**src/rtl/demux1x4_behav_pkg.sv**
```systemverilog
// Shared constants for the 4-lane byte de-striping demux.
package demux1x4_behav_pkg;

  localparam int LANES  = 4;
  localparam int LANE_W = 2;

  typedef logic [LANE_W-1:0] lane_t;

  // Lane whose byte completes a group.
  localparam lane_t LAST_LANE = lane_t'(LANES - 1);

  // Every data register resets to all copies of this bit.
  localparam logic RESET_DATA_BIT = 1'b0;

endpackage

```
**src/rtl/demux_lane_buffer.sv**
```systemverilog
// One lane's hold register plus its fill flag.
// clear has priority over load: a byte arriving on a group-closing
// cycle goes straight to the output registers, never into a hold.
module demux_lane_buffer
  import demux1x4_behav_pkg::*;
#(
  parameter int WIDTH = 8
) (
  input  logic             clk,
  input  logic             reset,
  input  logic             load,
  input  logic             clear,
  input  logic [WIDTH-1:0] d,
  output logic [WIDTH-1:0] data,
  output logic             fill
);

  // Hold register and fill flag: reset, then clear, then load.
  always_ff @(posedge clk) begin
    if (reset || clear) begin
      data <= {WIDTH{RESET_DATA_BIT}};
      fill <= 1'b0;
    end else if (load) begin
      data <= d;
      fill <= 1'b1;
    end
  end

endmodule

```
**src/rtl/demux1x4_behav.sv**
```systemverilog
// De-stripes a serial byte stream round-robin into four lanes (lane 0
// first) and presents each completed or flushed group on all lanes at once
// with a one-cycle per-lane valid mask.
//
// Handshake: validin qualifies in for exactly the cycle it is high; there
// is no backpressure, so every valid byte is accepted. validout is a
// one-cycle pulse, bit i qualifying out_i; out0..out3 hold between pulses.
module demux1x4_behav
  import demux1x4_behav_pkg::*;
#(
  parameter int WIDTH = 8
) (
  input  logic             clk,
  input  logic             reset,
  input  logic [WIDTH-1:0] in,
  input  logic             validin,
  input  logic             flush,
  output logic [WIDTH-1:0] out0,
  output logic [WIDTH-1:0] out1,
  output logic [WIDTH-1:0] out2,
  output logic [WIDTH-1:0] out3,
  output logic [3:0]       validout,
  output logic [1:0]       lane_ptr
);

  logic [LANES-1:0][WIDTH-1:0] hold;
  logic [LANES-1:0]            fill;
  logic [LANES-1:0]            cur_lane;
  logic [LANES-1:0]            mask;
  logic [LANES-1:0]            lane_load;
  logic [LANES-1:0][WIDTH-1:0] lane_byte;
  logic [LANES-1:0][WIDTH-1:0] out_next;
  logic [LANES-1:0][WIDTH-1:0] out_q;
  logic                        complete;
  logic                        group_clear;
  logic                        emit;

  // Decode the current byte's lane, group close and the emitted group.
  // Because lanes fill in order, a completing byte always sees fill=0111,
  // so complete and flush share the same mask-driven output path.
  always_comb begin
    cur_lane           = '0;
    cur_lane[lane_ptr] = validin;
    complete           = validin && (lane_ptr == LAST_LANE);
    mask               = fill | cur_lane;
    group_clear        = complete || flush;
    emit               = complete || (flush && (mask != '0));
    for (int i = 0; i < LANES; i++) begin
      lane_byte[i] = cur_lane[i] ? in : hold[i];
      out_next[i]  = mask[i] ? lane_byte[i] : {WIDTH{RESET_DATA_BIT}};
      lane_load[i] = cur_lane[i] && !group_clear;
    end
  end

  for (genvar g = 0; g < LANES; g++) begin : g_lane
    demux_lane_buffer #(.WIDTH(WIDTH)) u_buf (
      .clk   (clk),
      .reset (reset),
      .load  (lane_load[g]),
      .clear (group_clear),
      .d     (in),
      .data  (hold[g]),
      .fill  (fill[g])
    );
  end

  // Lane pointer and output registers; validout defaults to no pulse.
  always_ff @(posedge clk) begin
    if (reset) begin
      lane_ptr <= '0;
      out_q    <= {LANES*WIDTH{RESET_DATA_BIT}};
      validout <= '0;
    end else begin
      validout <= '0;
      if (emit) begin
        out_q    <= out_next;
        validout <= mask;
      end
      if (group_clear) begin
        lane_ptr <= '0;
      end else if (validin) begin
        lane_ptr <= lane_ptr + 2'd1;
      end
    end
  end

  assign out0 = out_q[0];
  assign out1 = out_q[1];
  assign out2 = out_q[2];
  assign out3 = out_q[3];

endmodule

```
**config.mk**
```make
export PLATFORM = sky130hd
export DESIGN_NAME = demux1x4_behav
export DESIGN_NICKNAME = d
export VERILOG_FILES = /design/src/rtl/demux1x4_behav_pkg.sv /design/src/rtl/demux_lane_buffer.sv /design/src/rtl/demux1x4_behav.sv
export SDC_FILE = /design/constraint.sdc
export NUM_CORES = 1
export LEC_CHECK = 0
export BUFFER_PORTS_ARGS = -buffer_cell sky130_fd_sc_hd__clkbuf_2
export CAP_MARGIN = 15
export CORE_UTILIZATION = 55
export DETAILED_ROUTE_END_ITERATION = 10
export HOLD_SLACK_MARGIN = 0.03
export MAX_ROUTING_LAYER = met4
export PLACE_DENSITY = 0.78
export SLEW_MARGIN = 30
export SYNTH_ARGS = -nofsm -noshare
export SYNTH_HDL_FRONTEND = slang
export SYNTH_SLANG_ARGS = --single-unit
export TNS_END_PERCENT = 20
```
**constraint.sdc**
```tcl
create_clock -name clk -period 2.5 [get_ports clk]
set_input_delay 0.5 -clock clk [delete_from_list [all_inputs] [get_ports clk]]
set_output_delay 0.5 -clock clk [all_outputs]
set_load 0.02 [all_outputs]
```
**Yosys cells after proc, flatten, opt, wreduce, memory -nomap -nowiden**

Index checks and enable logic that the tools add are counted.

- Bits in registers: 74
- Word-level logic and storage cells: 45

- $add $sub $neg: 1
- $lt $le $gt $ge: 2
- Eq/ne operators: 1
- Multiplexer cells: 10
- Bitwise gates (word level): 3
- Reductions and logical operators: 14

Operator list:

| cell | number |
|---|---|
| 8-bit 2-to-1 mux | 8 |
| 1-bit logical AND | 7 |
| 4-bit AND | 1 |
| 4-bit OR | 1 |
| 4-bit nonzero test | 1 |
| 2-bit OR reduction | 2 |
| 1-bit logical OR | 3 |
| 2-bit by 3-bit less-than comparator with 1-bit output, second input constant | 1 |
| 2-bit by 1-bit adder with 2-bit output, second input constant | 1 |
| 1-bit demux with 2-bit select | 1 |
| 2-bit == test, second input constant | 1 |
| 2-bit by 1-bit greater-or-equal comparator with 1-bit output, second input constant | 1 |
| 1-bit logical NOT | 1 |
| 1-bit 2-to-1 mux | 1 |
| 1-bit inverter | 1 |

**Longest topological paths before layout**

Gate-level depths: netlist of run 1.

- Word-level depth: 11
- Gate-level depth with buffers: 8
- Gate-level depth less buffers: 6

**Hierarchy**

From an unflattened synthesis of run 1, not the netlist that was laid out.

- Cells, all modules: 343
- Area total of the unflattened synthesis: 3542.1 um2

Modules (own cells, without submodules):

| module | instances | cells each | area each (um2) |
|---|---|---|---|
| demux1x4_behav | 1 | 223 | 2250.9 |
| demux_lane_buffer | 4 | 30 | 322.8 |

**Worst setup path before layout of run 1**

No wires, ideal clock.

- Kind: register to register
- Start: register lane_ptr[0]
- End: register out_q (netlist bit out0[0])
- Library setup time: 141 ps
- Data arrival time: 1784 ps
- Path slack: 575 ps
- Stages on the path, launching flop included: 9
- Buffers on the path: 2
- Period minus slack after synthesis: 1925 ps
- Cell sequence: dfxtp_1 > inv_1 > ha_1 > o41ai_2 > a21oi_1 > buf_4 > buf_4 > nor2_1 > a311oi_2

- Longest elaborated chain between the ends: 9
- Elaborated cells on any way between the ends: 14
- Classes of those cells: 2 x order compare; 1 x eq/ne; 4 x mux; 2 x bitwise; 5 x reduce/logical

Ends and longest elaborated chain:

| what | RTL line | text |
|---|---|---|
| from (decl) | demux1x4_behav.sv:23 | `output logic [1:0] lane_ptr` |
| from (signal assigned) | demux1x4_behav.sv:82 | `lane_ptr <= lane_ptr + 2'd1;` |
| 2-bit by 3-bit less-than comparator with 1-bit output (implied by the code) / 2-bit by 1-bit greater-or-equal comparator with 1-bit output (equally long branches) | demux1x4_behav.sv:43 | `cur_lane[lane_ptr] = validin;` |
| 1-bit logical AND (implied by the code) | demux1x4_behav.sv:43 |  |
| 1-bit 2-to-1 mux (implied by the code) | demux1x4_behav.sv:43 |  |
| 1-bit demux with 2-bit select | demux1x4_behav.sv:43 |  |
| 4-bit AND (no source line) | - |  |
| 4-bit OR | demux1x4_behav.sv:45 | `mask = fill \| cur_lane;` |
| 4-bit nonzero test | demux1x4_behav.sv:47 | `emit = complete \|\| (flush && (mask != '0));` |
| 1-bit logical AND | demux1x4_behav.sv:47 |  |
| 1-bit logical OR | demux1x4_behav.sv:47 |  |
| to (signal assigned) | demux1x4_behav.sv:71 | `out_q <= {LANES*WIDTH{RESET_DATA_BIT}};` |
| to (signal assigned) | demux1x4_behav.sv:76 | `out_q <= out_next;` |
| to (decl) | demux1x4_behav.sv:33 | `logic [LANES-1:0][WIDTH-1:0] out_q;` |

Several ways; a longest one is shown, not always the timed one.
A chain may end at the register's enable or synchronous reset.

**Worst setup path in the final report of run 1**

- Start: register lane_ptr[0]
- End: register out_q (netlist bit out0[4])

The elaborated chain is that of the path after synthesis.

==> results of run 1 <==
-- critical path, cell delays in order, from the launching register on --
cell and delay [ps]:
dfxtp_1 410, inv_1 90, ha_1 250, o41ai_2 530, a21oi_4 290, buf_12 250
nor2_1 130, a311oi_2 60
-- layout make-up --
cell class,instances,area (um2)
clock buffers,12,155.1
well taps,70,87.58
flip-flops and latches,74,1481
inverters,2,7.507
clock inverters,3,15.01
fillers,434,1753
repair buffers,53,300.3
multi-input cells,230,1308
-- per-layer routing --
metal | vias up | global-route usage | part of all wire
li1 | 1206 | - | -
met1 | 1075 | 0.3133 | 0.47
met2 | 60 | 0.3924 | 0.47
met3 | 12 | 0.04016 | 0.039
met4 | 0 | 0.1447 | 0.020
met5 | - | - | 0
-- worst paths after layout --
path / start / endpoint / slack, ps / cells after the start
worst min-delay path: g_lane[2].u_buf.data[1] / g_lane[2].u_buf.data[1] / 450 / 2
worst max register to register: lane_ptr[0] / out0[4] / 350 / 7
worst min register to register: g_lane[2].u_buf.data[1] / g_lane[2].u_buf.data[1] / 450 / 2
worst max-delay path: lane_ptr[0] / out0[4] / 350 / 7
-- state kept, by name, indices dropped and copies added, names as in the netlist --
name / count
g_lane.u_buf.data: 32
g_lane.u_buf.fill: 4
lane_ptr: 2
out0: 8
out1: 8
out2: 8
out3: 8
validout: 4
-- report_power, final --
part,switching [mW],internal [mW]
clock,0.403,0.404
combinational,0.198,0.103
sequential,0.0261,1.23
total,0.627,1.73
-- stage by stage --
stage / cells / cell area (um2)
floorplan: 329 / 2910
global placement: 429 / 3184
detailed placement: 429 / 3184
CTS: 444 / 3354
global route: 444 / 3354
finish: 444 / 3354
-- synth_stat cells --
library cell / number
dfxtp_1: 74
buf_4: 2
nor2b_1: 1
clkbuf_1: 16
nor3_1: 3
nand2_1: 86
o41ai_2: 1
mux2i_1: 1
a311oi_1: 5
o21ai_0: 8
inv_1: 2
a311oi_2: 19
nand2b_1: 2
nand3_1: 8
buf_2: 1
a211oi_1: 8
a21oi_1: 27
xnor2_1: 1
nor4_1: 1
ha_1: 4
nor2_1: 40
and2_1: 15
buf_6: 4
-- cells by family after synthesis --
family | synth area share
compound gates | 0.1995
xor+xnor | 0.003010
buf+inv | 0.04557
mux | 0.003440
flops | 0.5090
simple gates | 0.2223
fa+ha+maj | 0.01720
==> impl_metrics.ini, run 1 <==
[power_and_ir_drop]
vdd.ir_drop.worst_v = 0.0004451
p_leak_nw = 1.252
power.density_mw_per_mm2 = 703.9
power.total_mw = 2.361

[timing]
setup_viol = 0
worst_pin_slew_ps = 675.4
finalCritPeriodShare = 0.8615
timing.slew.headroom = 0.5488
whs_ps = 454.4
finalMaxSlewViolations = 0
layout_setup_ws_ps = 346.3
skew_ps = 8.241
period_minus_slack_ps = 2154
finalHoldViolCount = 0
rsz0062_at_grt = false
max_clock_freq_mhz = 464.3
finalSetupTns_ps = 0

[yosys]
synth_cell_types = 23
netlist_top_cells_area = dfxtp_1 51%, nand2_1 11%, a311oi_2 9.8%, nor2_1 5.2%, a21oi_1 4.6%
yosys_warnings = 0
syn-num-nets = 345
seq_area_frac_synth = 0.5090
synth_area_leader_cell = dfxtp_1
synth_top_cell_area_share = 0.5090
syn_inst = 329
ys_ff_latch = 74
syn_area_mm2 = 0.002910
synth.avg_cell_area_um2 = 8.846

[grt]
grtUsageTotal = 0.2529
grt_pass1_wl_um = 9949
antenna_found_initial = 0
gr-total-overflow = 0
grt_max_degree = 37
grt_pass1_vias = 2147

[cells_and_area]
drive_gt1_frac = 0.2353
num-nets-final = 386
fin_util = 0.6568
antenna_cells = 0
layout_commonest_cell = nand2_1
area_growth_syn_to_layout_pct = 15.26
mostFrequentLayoutCells = 86 x nand2_1, 74 x dfxtp_1, 49 x clkbuf_2

[detailed_routing]
routedWlPerCell_um = 13.78
drt_iter0_markers = 192
dr_total_vias = 2353
antenna_left = 0
vias_per_cell = 5.300
drc = 0
finalWirelength_um = 6120
first_pass_iters = 4

[placement]
dpl.hpwl_um = 4259
dp_slack_ps = 342.9
port_buffers = 49
gp_congestion = 0.8317

[floorplanning]
pin_count = 50
die_h_um = 74.74
start_util = 0.5698
rows = 26
core_mm2 = 0.005107
dieArea_mm2 = 0.005586
die_w_um = 74.74

[clock_tree]
htreeDepth = 3
post_cts_buffers = 0
cts_tree = built
cts.path.max_buffers = 2
cts_sinks = 74
insertion_delay_ps = 340
clockRootBuffer = clkbuf_8
clkSlewWorstSetupHoldPaths_ps = 70
cts.hold.buffers_added = 0
cts.repair.resized = 0
numCtsBuffers = 9

[setup_path]
critPathRequiredTime_ps = 2710
critPathKind = register to register
arrival_ps = 2360
cp_max_fo = 25
endpoint_kind = register
crit_path_start_kind = register

[run_status]
outcome = finished, final reports clean

[min_path]
hold_path_class = register to register

[job]
max-cap-violations = 0
No activity file was read; power rests on OpenSTA's default activity.
==> run 2, diff against run 1 <==
- RECOVER_POWER: not set -> 100
==> impl_metrics.ini, run 2 (synthesized netlist as in run 1, its figures left out) <==
[setup_path]
cp_max_fo = 21
r2r_cells = 6
critPathKind = register to register
r2r_end = out0[2]
cp-startpoint = lane_ptr[0]
crit_path_start_kind = register
endpoint_kind = register
critPathRequiredTime_ps = 2760
r2r-start = lane_ptr[0]
arrival_ps = 2410
reg2reg_slack_ps = 350

[detailed_routing]
antenna_left = 0
routedWlPerCell_um = 13.93
vias_per_cell = 5.275
dr_total_vias = 2342
drt_iter0_markers = 193
finalWirelength_um = 6186
first_pass_iters = 4
drc = 0

[clock_tree]
cts.repair.resized = 0
htreeDepth = 3
clkSlewWorstSetupHoldPaths_ps = 70
clockRootBuffer = clkbuf_8
cts.path.max_buffers = 2
cts.hold.buffers_added = 0
post_cts_buffers = 0
insertion_delay_ps = 350
numCtsBuffers = 9
cts_sinks = 74
cts_tree = built

[min_path]
worstHoldStart = g_lane[2].u_buf.data[1]
holdPathEnd = g_lane[2].u_buf.data[1]
holdPathStages = 2
hold_path_class = register to register

[cells_and_area]
finalInstanceArea_mm2 = 0.003261
mostFrequentLayoutCells = 86 x nand2_1, 74 x dfxtp_1, 40 x nor2_1
antenna_cells = 0
fin_cells = 444
fillers = 464
area_growth_syn_to_layout_pct = 12.04
layout_commonest_cell = nand2_1
num-nets-final = 386
drive_gt1_frac = 0.1203
largest_register_ffs = 32
largest_register = g_lane.u_buf.data

[grt]
grt_pass1_vias = 2147
gr-total-overflow = 0
grt_max_degree = 37
antenna_found_initial = 0
grt_pass1_wl_um = 9949
grtUsageTotal = 0.2529

[power_and_ir_drop]
p_leak_nw = 1.109
power.density_mw_per_mm2 = 718.4
vdd.ir_drop.worst_v = 0.0004514

[job]
max-cap-violations = 0

[floorplanning]
core_mm2 = 0.005107
pin_count = 50
rows = 26
dieArea_mm2 = 0.005586
die_h_um = 74.74
start_util = 0.5698
die_w_um = 74.74

[timing]
setup_viol = 0
period_minus_slack_ps = 2155
finalMaxSlewViolations = 0
worst_pin_slew_ps = 670.1
finalCritPeriodShare = 0.8619
max_clock_freq_mhz = 464.1
finalHoldViolCount = 0
skew_ps = 8.215
timing.slew.headroom = 0.5492
finalSetupTns_ps = 0
layout_setup_ws_ps = 345.3
rsz0062_at_grt = false

[placement]
placed_cells = 429
port_buffers = 49
gp_congestion = 0.8317
dpl_cell_area_mm2 = 0.003184
dpl.hpwl_um = 4259
dp_slack_ps = 342.9

[run_status]
outcome = finished, final reports clean
run 2: final cells by class:
type / count / area (um2) / share of cell area
clock buffers: 12 / 155.1 / 0.04758
inverters: 2 / 7.507 / 0.002302
flip-flops and latches: 74 / 1481 / 0.4543
well taps: 70 / 87.58 / 0.02686
multi-input cells: 230 / 1276 / 0.3914
clock inverters: 3 / 15.01 / 0.004605
repair buffers: 53 / 237.7 / 0.07291
run 2: where the power goes:
part	internal [mW]	leakage, nW	switching [mW]
Sequential	1.23	0.603	0.0258
Clock	0.404	0.0920	0.404
Combinational	0.0870	0.414	0.194
run 2: worst max path at each step:
stage / cells after the start / endpoint
6_report: 6 / out0[2]
5_1_grt: 6 / out1[4]
4_1_cts: 7 / out0[4]
3_5_place_dp: 7 / out0[4]
3_3_place_gp: 6 / out0[2]
2_1_floorplan: 8 / out0[0]
run 2: per-stage QoR:
stage	hold slack, ps	power (mW)	utilization
2_1_floorplan	429.6	1.491	-
3_3_place_gp	441.2	1.576	0.6235
3_5_place_dp	443.6	1.583	0.6235
4_1_cts	456.7	2.382	0.6568
5_1_grt	473.6	2.439	0.6384
6_report	455.4	2.343	0.6384
run 2: metal layers:
layer	vias to the layer above	track usage	wire length [um]
met5	-	-	0
met4	0	0.1447	176
met3	12	0.04016	205
met2	50	0.3924	2882
met1	1076	0.3133	2922
li1	1204	-	-
run 2: critical path, stage by stage (launching register included):
cell and delay [ps]:
dfxtp_1 410, inv_1 90, ha_1 250, o41ai_2 530, a21oi_4 290, buf_4 270
a311oi_1 240
==> run 3, diff against run 2 <==
- CORE_UTILIZATION: 55 -> 57
- CTS_CLUSTER_DIAMETER: not set -> 120
- PLACE_DENSITY: 0.78 -> 0.79
- SYNTH_HIERARCHICAL: not set -> 1
==> impl_metrics.ini, run 3 <==
[yosys]
synth.avg_cell_area_um2 = 10.33
synth_top_family_by_area = compound AO/OA/AOI/OAI gates
syn_area_mm2 = 0.003542
synth_xor_area_frac = 0.002473
yosysMostFrequentCell = dfxtp_1
synth_ff_type = dfxtp_1
synthMuxAreaShare = 0.1159
synthAdderAreaFrac = 0.01413
synth-simple-area-share = 0.1134
seq_area_frac_synth = 0.4182
netlist_top_cells_area = dfxtp_1 42%, a221oi_2 13%, mux2i_1 12%, a311oi_1 5.9%, nor2_1 4.6%
yosys_warnings = 6
synth_top_cell_area_share = 0.4182
syn_inst = 343
synth_cell_types = 27
synth_area_leader_cell = dfxtp_1
synth_compound_gate_area_share = 0.2289
synth_common_cells = 74 x dfxtp_1, 43 x nor2_1, 41 x mux2i_1
ys_ff_latch = 74
async_flop_share = 0
synth_edf_count = 0
syn-num-nets = 359

[placement]
dpl_cell_area_mm2 = 0.003729
gp_congestion = 0.8413
dpl.hpwl_um = 5061
port_buffers = 49
placed_cells = 446
dp_slack_ps = 392.7

[setup_path]
endpoint_kind = register
cp.depth = 6
critPathKind = register to register
cp_slowest_cell = o41ai_2
crit_family = compound AO/OA/AOI/OAI gates
arrival_ps = 2270
critPathMaxStageDelay_ps = 460
cp_cell_sequence = inv_1 > ha_1 > o41ai_2 > nand2_2 > buf_4 > a221oi_1
critPathBufInv = 2
cp_max_fo = 18
crit_path_start_kind = register
critPathRequiredTime_ps = 2740
r2r_cells = 6

[detailed_routing]
first_pass_iters = 4
finalWirelength_um = 7836
routedWlPerCell_um = 16.96
drc = 0
drt_iter0_markers = 189
vias_per_cell = 5.727
dr_total_vias = 2646
antenna_left = 0

[power_and_ir_drop]
power.total_mw = 2.690
power.density_mw_per_mm2 = 718.1
vdd.ir_drop.worst_v = 0.0004763
p_leak_nw = 1.506

[cells_and_area]
fin_cells = 462
largest_register_ffs = 32
finalInstanceArea_mm2 = 0.003746
antenna_cells = 0
mostFrequentLayoutCells = 74 x dfxtp_1, 43 x nor2_1, 41 x mux2i_1
drive_gt1_frac = 0.1421
num-nets-final = 398
fin_util = 0.6290
largest_register = g_lane.u_buf/data
area_growth_syn_to_layout_pct = 5.758
layout_commonest_cell = dfxtp_1

[min_path]
holdPathStages = 2
hold_path_class = register to register

[floorplanning]
rows = 28
die_h_um = 80.83
pin_count = 50
start_util = 0.5947
dieArea_mm2 = 0.006533
core_mm2 = 0.005956
die_w_um = 80.83

[grt]
antenna_found_initial = 0
grt_pass1_vias = 2504
grtUsageTotal = 0.2600
gr-total-overflow = 0
grt_pass1_wl_um = 12410
grt_max_degree = 36

[timing]
period_minus_slack_ps = 2033
finalMaxSlewViolations = 0
timing.slew.headroom = 0.6093
finalSetupTns_ps = 0
finalHoldViolCount = 0
layout_setup_ws_ps = 467.1
whs_ps = 461.8
worst_pin_slew_ps = 586.0
max_clock_freq_mhz = 491.9
skew_ps = 4.780
finalCritPeriodShare = 0.8131
rsz0062_at_grt = false
setup_viol = 0

[clock_tree]
numCtsBuffers = 9
insertion_delay_ps = 340
clockRootBuffer = clkbuf_8
post_cts_buffers = 0
cts.hold.buffers_added = 0
htreeDepth = 3
cts_tree = built
clkSlewWorstSetupHoldPaths_ps = 80
cts.repair.resized = 0
cts_sinks = 74
cts.path.max_buffers = 2

[run_status]
outcome = finished, final reports clean

[job]
max-cap-violations = 0
[run 3: changes by cell type after synthesis, sizes merged, moves of 16 or more]
cell	delta
inv	+33
buf	+16
nand2	-80
a21oi	-22
and3	+24
a221oi	+32
mux2i	+40
[run 3: final timing paths]
path	start	to	slack, ps
worst max-delay path	lane_ptr[0]	out3[5]	470
worst min-delay path	out2[3]	out2[3]	460
worst max register to register	lane_ptr[0]	out3[5]	470
worst min register to register	out2[3]	out2[3]	460
[run 3: layout make-up]
| cell class | instances | area [um2] |
|---|---|---|
| sequential | 74 | 1481 |
| tap | 75 | 93.84 |
| clock inverter | 4 | 72.57 |
| multi-input combinational | 201 | 1514 |
| timing repair buffer | 61 | 287.8 |
| clock buffer | 12 | 165.2 |
| inverter | 35 | 131.4 |
| fill | 554 | 2210 |
[run 3: where the power goes]
part	switching, mW	internal, mW
logic	0.234	0.120
registers	0.0283	1.23
clock network	0.435	0.642
[run 3: cell families after synthesis]
group	Yosys count
adder cells (fa/ha/maj)	4
AO/OA/AOI/OAI	71
XOR/XNOR	1
AND/OR/NAND/NOR	83
multiplexers	41
buffers and inverters	68
flip-flops	74
other	1
[run 3: metal layers]
layer | global-route usage | share of wire | up-vias
met5 | - | 0 | -
met4 | 0.09643 | 0.0089 | 0
met3 | 0.03820 | 0.053 | 7
met2 | 0.4210 | 0.48 | 68
met1 | 0.3278 | 0.46 | 1263
li1 | - | - | 1308
[run 3: worst register-to-register path, delay by kind of cell (launching register included)]
kind	cells	cell delay, ps
buffers and inverters	2	310
AND/OR/NAND/NOR	1	90
flip-flops	1	430
AO/OA/AOI/OAI	2	770
adder cells (fa/ha/maj)	1	330
